$ cat src/rtl/rou_pkg.sv
// rtl/rou_pkg.sv - shared types and roubus bit positions for the power controller
package rou_pkg;

  typedef enum logic [2:0] {
    ST_ON      = 3'd0,
    ST_DRAIN   = 3'd1,
    ST_ISOLATE = 3'd2,
    ST_OFF     = 3'd3,
    ST_WAKE    = 3'd4
  } pwr_state_e;

  localparam int ACK_ACC = 0;
  localparam int ACK_CMP = 1;
  localparam int ACK_RTY = 2;

  function automatic int valid_bit(input int wid);
    return wid - 1;
  endfunction

  function automatic int last_bit(input int wid);
    return wid - 2;
  endfunction

endpackage

$ cat src/rtl/rou_pwr_timer.sv
// rtl/rou_pwr_timer.sv - loadable down-counter shared by the settle and drain-timeout phases
module rou_pwr_timer #(
  parameter int W = 11
) (
  input  logic         clk,
  input  logic         rst_n,
  input  logic         load_i,
  input  logic [W-1:0] load_val_i,
  input  logic         en_i,
  output logic         zero_o
);

  localparam logic [W-1:0] ONE = {{(W-1){1'b0}}, 1'b1};

  logic [W-1:0] cnt_q, cnt_d;

  always_comb begin
    cnt_d = cnt_q;
    if (load_i) begin
      cnt_d = load_val_i;
    end else if (en_i && (cnt_q != '0)) begin
      cnt_d = cnt_q - ONE;
    end
  end

  always_ff @(posedge clk or negedge rst_n) begin
    if (!rst_n) begin
      cnt_q <= '0;
    end else begin
      cnt_q <= cnt_d;
    end
  end

  // Asserts in the cycle whose clock edge takes the count to zero, so a load of N spans N cycles.
  assign zero_o = (cnt_q <= ONE);

endmodule

$ cat src/rtl/rou_pwr_ctl.sv
// rtl/rou_pwr_ctl.sv - roubus power-down controller: drain, isolate, off and wake sequencing
module rou_pwr_ctl
  import rou_pkg::*;
#(
  parameter int DWID   = 128,
  parameter int AWID   = 32,
  parameter int CWID   = 8,
  parameter int WID    = 2 + DWID + AWID + CWID,
  parameter int OUTW   = 4,
  parameter int SETTLE = 8,
  parameter int TMO    = 1024
) (
  input  logic           clk,
  input  logic           rst_n,
  input  logic [WID-1:0] rou_in,
  output logic [2:0]     ack_in,
  output logic [WID-1:0] rou_out,
  input  logic [2:0]     ack_out,
  input  logic           otherside_powered,
  input  logic           pwr_req,
  output logic           pwr_ack,
  output logic           isolate,
  output logic [2:0]     state_o,
  output logic [1:0]     err_o
);

  localparam int              VB        = valid_bit(WID);
  localparam int              TW        = $clog2(TMO + 1);
  localparam logic [OUTW-1:0] OUT_MAX   = '1;
  localparam logic [TW-1:0]   LD_SETTLE = TW'(SETTLE);
  localparam logic [TW-1:0]   LD_TMO    = TW'(TMO);

  pwr_state_e      state_q, state_d;
  logic [OUTW-1:0] out_q, out_d;
  logic [1:0]      err_q, err_d;
  logic            isolate_q, isolate_d;
  logic            pwr_ack_q, pwr_ack_d;
  logic            pend_q, pend_d;
  logic            tmr_load, tmr_en, tmr_zero;
  logic [TW-1:0]   tmr_val;
  logic            blocked, inc, dec, clr_out;

  // Traffic passes only in ON with room left in the outstanding counter.
  assign blocked = (state_q != ST_ON) || (out_q == OUT_MAX);
  assign rou_out = blocked ? '0 : rou_in;

  always_comb begin
    ack_in = '0;
    if (rst_n) begin
      if (blocked) begin
        ack_in[ACK_RTY] = rou_in[VB];
        ack_in[ACK_CMP] = ack_out[ACK_CMP];
      end else begin
        ack_in = ack_out;
      end
    end
  end

  assign inc = rou_out[VB] & ack_out[ACK_ACC];
  assign dec = ack_out[ACK_CMP];

  always_comb begin
    state_d  = state_q;
    err_d    = err_q;
    pend_d   = 1'b0;
    tmr_load = 1'b0;
    tmr_val  = LD_SETTLE;
    case (state_q)
      ST_ON: begin
        if (!otherside_powered) begin
          state_d = ST_ISOLATE;
          if (out_q != '0) err_d[1] = 1'b1;
        end else if (pwr_req || pend_q) begin
          state_d = ST_DRAIN;
        end
      end
      ST_DRAIN: begin
        if (!otherside_powered) begin
          state_d = ST_ISOLATE;
          if (out_q != '0) err_d[1] = 1'b1;
        end else if (out_q == '0) begin
          state_d = ST_ISOLATE;
        end else if (tmr_zero) begin
          state_d  = ST_ISOLATE;
          err_d[0] = 1'b1;
        end
      end
      ST_ISOLATE: begin
        if (tmr_zero) state_d = ST_OFF;
      end
      ST_OFF: begin
        if (!pwr_req && otherside_powered) begin
          state_d = ST_WAKE;
          err_d   = '0;
        end
      end
      ST_WAKE: begin
        // A request seen while waking is held so ON is entered before draining.
        pend_d = pend_q | pwr_req;
        if (!otherside_powered) begin
          state_d = ST_OFF;
        end else if (tmr_zero) begin
          state_d = ST_ON;
        end
      end
      default: begin
        state_d = ST_OFF;
      end
    endcase
    if (state_d != state_q) begin
      case (state_d)
        ST_DRAIN: begin
          tmr_load = 1'b1;
          tmr_val  = LD_TMO;
        end
        ST_ISOLATE, ST_WAKE: begin
          tmr_load = 1'b1;
        end
        default: begin
          tmr_load = 1'b0;
        end
      endcase
    end
  end

  assign tmr_en  = (state_q == ST_DRAIN) || (state_q == ST_ISOLATE) || (state_q == ST_WAKE);
  assign clr_out = (state_d == ST_ISOLATE) && (state_q != ST_ISOLATE);

  always_comb begin
    out_d = out_q;
    if (clr_out) begin
      out_d = '0;
    end else if (inc && !dec) begin
      out_d = out_q + 1'b1;
    end else if (dec && !inc && (out_q != '0)) begin
      out_d = out_q - 1'b1;
    end
  end

  assign isolate_d = (state_d == ST_ISOLATE) || (state_d == ST_OFF);
  assign pwr_ack_d = (state_d == ST_OFF) || (state_d == ST_WAKE);

  always_ff @(posedge clk or negedge rst_n) begin
    if (!rst_n) begin
      state_q   <= ST_OFF;
      out_q     <= '0;
      err_q     <= '0;
      isolate_q <= 1'b1;
      pwr_ack_q <= 1'b1;
      pend_q    <= 1'b0;
    end else begin
      state_q   <= state_d;
      out_q     <= out_d;
      err_q     <= err_d;
      isolate_q <= isolate_d;
      pwr_ack_q <= pwr_ack_d;
      pend_q    <= pend_d;
    end
  end

  rou_pwr_timer #(
    .W (TW)
  ) u_tmr (
    .clk        (clk),
    .rst_n      (rst_n),
    .load_i     (tmr_load),
    .load_val_i (tmr_val),
    .en_i       (tmr_en),
    .zero_o     (tmr_zero)
  );

  assign state_o = state_q;
  assign err_o   = err_q;
  assign isolate = isolate_q;
  assign pwr_ack = pwr_ack_q;

endmodule

$ cat config.mk
export PLATFORM = sky130hd
export DESIGN_NAME = rou_pwr_ctl
export DESIGN_NICKNAME = d
export VERILOG_FILES = /design/src/rtl/rou_pkg.sv /design/src/rtl/rou_pwr_timer.sv /design/src/rtl/rou_pwr_ctl.sv
export SDC_FILE = /design/constraint.sdc
export NUM_CORES = 1
export LEC_CHECK = 0
export BUFFER_PORTS_ARGS = -buffer_cell sky130_fd_sc_hd__clkbuf_2
export CAP_MARGIN = 20
export CORE_AREA = 5 5 136 138
export CTS_BUF_LIST = sky130_fd_sc_hd__clkbuf_2 sky130_fd_sc_hd__clkbuf_4 sky130_fd_sc_hd__clkbuf_8
export DETAILED_ROUTE_END_ITERATION = 16
export DIE_AREA = 0 0 141 143
export GPL_TIMING_DRIVEN = 0
export SLEW_MARGIN = 20
export SYNTH_ARGS = -nofsm -noshare
export SYNTH_HDL_FRONTEND = slang
export SYNTH_SLANG_ARGS = --single-unit
$ cat constraint.sdc
create_clock -name clk -period 4.4 [get_ports clk]
set_clock_uncertainty 0.2 [all_clocks]
set_input_delay 0.22 -clock clk [delete_from_list [all_inputs] [get_ports clk]]
set_output_delay 0.22 -clock clk [all_outputs]
set_load 0.02 [all_outputs]
==> impl_metrics.json <==
{
  "status": "complete, no violations",
  "post-route-min-period_ns": 3.25,
  "clk_pin_slew_ns": 0.08,
  "clockBufferDepth": 2,
  "antenna_found_initial": 8,
  "hpwlAfterDp_um": 15500,
  "normalized_max_slew_margin_pct": 36.6,
  "post-route-period-util_pct": 73.8,
  "met2_usage_pct": 23.3,
  "reg2reg_setup_slack_ns": 1.51,
  "syn_to_final_growth_pct": 78.4,
  "drt_iter0_drc": 144,
  "cp_slowest_stage_delay_ns": 0.46,
  "cts-buffers-inserted": 3,
  "ys_seq_area_share_pct": 21.5,
  "cp_slowest_cell": "sky130_fd_sc_hd__clkbuf_1",
  "synth.avg_cell_area_sq_um": 7.94,
  "timing.final.hold_violations": 0,
  "num_antenna_cells": 0,
  "drt-vias-per-instance": 4.07,
  "globalRouteMet3Util_pct": 6.13,
  "post_layout_net_count": 886,
  "cts_root_buf": "sky130_fd_sc_hd__clkbuf_8",
  "synth_top_family_by_area": "simple AND/OR/NAND/NOR gates",
  "worst_hold_path_type": "in -> reg",
  "irDropWorstVdd_mv": 0.387,
  "yosys_register_bits": 23,
  "cts_htree_levels": 1,
  "netlist-cell-type-count": 59,
  "worstMarginPinSlew_ns": 0.946,
  "critical_path_cell_count": 7,
  "grt_start_max_net_pins": 27,
  "post_synth_instance_area_sq_um": 2710,
  "synth_xor_area_share_pct": 4.21,
  "path_max_fanout": 10,
  "top_cell_family_by_delay_on_the_critical_path": "buffers and inverters",
  "simple_logic_cell_fraction_of_the_synthesized_area_pct": 52.8,
  "insertion_delay_ns": 0.26,
  "grt_pass1_wl_um": 23700,
  "fin_tns_setup_ns": 0,
  "synth_largest_area_cell": "sky130_fd_sc_hd__and2_1",
  "synth.yosys.warnings": 0,
  "endpoint_kind": "output pin",
  "synth_flop_cell": "sky130_fd_sc_hd__dfrtp_1",
  "fillCellCount": 1920,
  "synthAdderAreaFrac_pct": 3.05,
  "die_area_sq_um": 20200,
  "asyncSetResetFlopFracSynth_pct": 100,
  "crit_type": "reg -> out",
  "cp_num_buf_inv": 4,
  "leakage_nw": 2.76,
  "post_synthesis_mux_area_share_pct": 0.740,
  "synth-edff-count": 0,
  "vias": 3769,
  "tritoncts": "yes",
  "final_layout_size_suffix_gt1_share_pct": 56.3,
  "r2r_cells": 9,
  "grtUsageMet1_pct": 21.1,
  "drtAntennaViolNets": 0,
  "slew_viol_final": 0,
  "buffer_ports.inserted": 356,
  "timing_limited_maximum_frequency_ghz": 0.308,
  "detailedRoute.firstPassIterationCount": 4,
  "routed_wire_length_per_instance_um": 18.8,
  "utilization_pct": 28.3,
  "initial_core_util_pct": 15.9,
  "chip_width_um": 141,
  "rsz0062_at_grt": "false",
  "die_y_um": 143,
  "numClockSinks": 23,
  "cp.arrival_ns": 2.83,
  "synth_area_in_compound_gates_pct": 12.2,
  "cp_data_required_time_ns": 3.98,
  "setup-violations-final": 0,
  "gp_congestion": 0.958,
  "globalRouteTotalUtil_pct": 15.4,
  "number_of_global_route_vias_before_repair": 3707,
  "synthesis.nets": 524,
  "drcViolationCount": 0,
  "area_of_the_core_sq_um": 17100,
  "worstPathCellList": "buf_6 > or3_1 > nor2_2 > buf_2 > clkbuf_1 > and2_1 > clkbuf_2",
  "maxCapViolCount": 0,
  "hold_depth": 3,
  "netlist_instances": 341,
  "crit_path_start_kind": "flop",
  "drt-total-wl_um": 17400,
  "yosysTopAreaCellShare_pct": 39.8,
  "overflow": 0,
  "power_density_over_cell_area_nw_per_um2": 510,
  "placement_row_count": 48,
  "grt.busiest_layer": "met2",
  "netlist_top_cells_area": "sky130_fd_sc_hd__and2_1 (40%), sky130_fd_sc_hd__dfrtp_1 (18%), sky130_fd_sc_hd__a211oi_2 (4.2%)",
  "ioPinCount": 357
}
==> Yosys cell counts (all sizes together) (3+ instances only) <==
cell type	count
o21ai	6
and2	172
xor2	5
a211oi	10
clkbuf	17
nor3	7
inv	10
buf	6
xnor2	8
dfrtp	19
ha	5
nand2	4
nor2	14
nor4	5
nand4	4
dfstp	4
or4	3
==> cell usage in the layout, fill, tap and decap left out, types with 2 or more instances in the layout <==
cell / Yosys / routed
sky130_fd_sc_hd__inv_1: 9 / 9
sky130_fd_sc_hd__or4_1: 2 / 2
sky130_fd_sc_hd__a21o_1: 2 / 2
sky130_fd_sc_hd__nor2_1: 12 / 12
sky130_fd_sc_hd__nor4_1: 3 / 3
sky130_fd_sc_hd__o21ai_0: 5 / 5
sky130_fd_sc_hd__xor2_1: 5 / 5
sky130_fd_sc_hd__xnor2_1: 8 / 8
sky130_fd_sc_hd__dfrtp_1: 19 / 19
sky130_fd_sc_hd__nor2_2: 2 / 2
sky130_fd_sc_hd__a21oi_1: 2 / 2
sky130_fd_sc_hd__and2_1: 172 / 172
sky130_fd_sc_hd__buf_6: 2 / 2
sky130_fd_sc_hd__nor4_2: 2 / 2
sky130_fd_sc_hd__mux2i_1: 2 / 2
sky130_fd_sc_hd__nor2b_1: 2 / 2
sky130_fd_sc_hd__ha_1: 5 / 5
sky130_fd_sc_hd__nand2b_1: 2 / 2
sky130_fd_sc_hd__nand2_1: 4 / 4
sky130_fd_sc_hd__nand4_1: 4 / 4
sky130_fd_sc_hd__nor3_1: 6 / 6
sky130_fd_sc_hd__clkbuf_2: 0 / 356
sky130_fd_sc_hd__dfstp_2: 4 / 4
sky130_fd_sc_hd__nor3b_1: 2 / 2
sky130_fd_sc_hd__clkbuf_1: 17 / 17
sky130_fd_sc_hd__buf_2: 4 / 4
sky130_fd_sc_hd__clkbuf_8: 0 / 3
sky130_fd_sc_hd__o41a_1: 2 / 2
sky130_fd_sc_hd__and4_1: 2 / 2
sky130_fd_sc_hd__a211oi_2: 9 / 9
==> where the power goes <==
| part | switching, mW | leakage [nW] | internal (mW) | total [mW] |
|---|---|---|---|---|
| registers | 0.0892 | 0.288 | 0.308 | 0.397 |
| clock network | 0.0688 | 0.0262 | 0.0709 | 0.140 |
| logic | 1.20 | 2.44 | 0.719 | 1.92 |
| total | 1.36 | 2.76 | 1.10 | 2.46 |
==> cell type report <==
cell class / instances / area, sq um / area share, %
buffer: 23 / 106 / 2.20
clock buffer: 4 / 48.8 / 1.01
inverter: 11 / 42.5 / 0.881
multi-input combinational: 284 / 1980 / 40.9
sequential: 23 / 581 / 12.0
tap: 225 / 282 / 5.83
timing repair buffer: 357 / 1790 / 37.1
==> flip-flops by register name, summed over array words and instances (netlist names) <==
name         count
u_tmr.cnt_q     11
out_q            4
state_o          3
err_o            2
isolate          1
pend_q           1
pwr_ack          1
==> worst reg2reg max path, cell delays in order, from the launching register on <==
cell                      delay (ns)
sky130_fd_sc_hd__dfstp_2        0.38
sky130_fd_sc_hd__buf_6          0.13
sky130_fd_sc_hd__or3_1          0.44
sky130_fd_sc_hd__or4_4          0.55
sky130_fd_sc_hd__ha_1           0.29
sky130_fd_sc_hd__a21o_1         0.15
sky130_fd_sc_hd__a21oi_1        0.17
sky130_fd_sc_hd__mux2i_1        0.23
sky130_fd_sc_hd__xor2_1         0.17
sky130_fd_sc_hd__nor2_1         0.06
==> path summary, 6_finish.rpt <==
kind / from / end
setup reg to reg: state_o[0]$_DFF_PN1_ / out_q[3]$_DFFE_PN0P_
hold / removal: otherside_powered / state_o[2]$_DFF_PN0_
max in group asynchronous: rst_n / u_tmr.cnt_q[4]$_DFFE_PN0P_
min in group asynchronous: rst_n / state_o[2]$_DFF_PN0_
setup / recovery: state_o[0]$_DFF_PN1_ / rou_out[86]
hold reg to reg: err_o[0]$_DFFE_PN0P_ / err_o[0]$_DFFE_PN0P_
==> cell families after synthesis <==
logic type                 Yosys count
buffers and inverters               34
DFF                                 23
xor gates and xnor gates            13
and+or+nand+nor                    228
AOI/OAI and AO/OA                   35
adders and majority gates            6
muxes                                2
==> metrics by stage <==
stage | setup slack (ns) | total power, mW | instance area (sq um) | hold slack, ns | instances
after floorplan | 1.64 | 1.67 | 2710 | -0.276 | 341
after global placement | 1.45 | 2.32 | 4770 | 0.0951 | 922
after detailed placement | 1.38 | 2.34 | 4770 | 0.104 | 922
after CTS | 1.08 | 2.49 | 4830 | 0.0905 | 927
after global routing | 0.925 | 2.66 | 4830 | 0.119 | 927
final | 1.15 | 2.46 | 4830 | 0.0937 | 927
==> per-layer routing <==
layer  vias to the layer above  wire (um)  part of all wire (%)
li1                       1841          -                     -
met4                        14        327                   1.9
met2                       165       7570                    44
met5                         -         84                  0.48
met1                      1720       7740                    44
met3                        29       1680                   9.6
==> repair_timing <==
action | in CTS | in global routing
resized for setup | 0 | 0
hold buffers | 1 | 0
setup buffers | 0 | 0
endpoints found under the hold margin | 19 | 0
(Power assumes the default switching activity.)
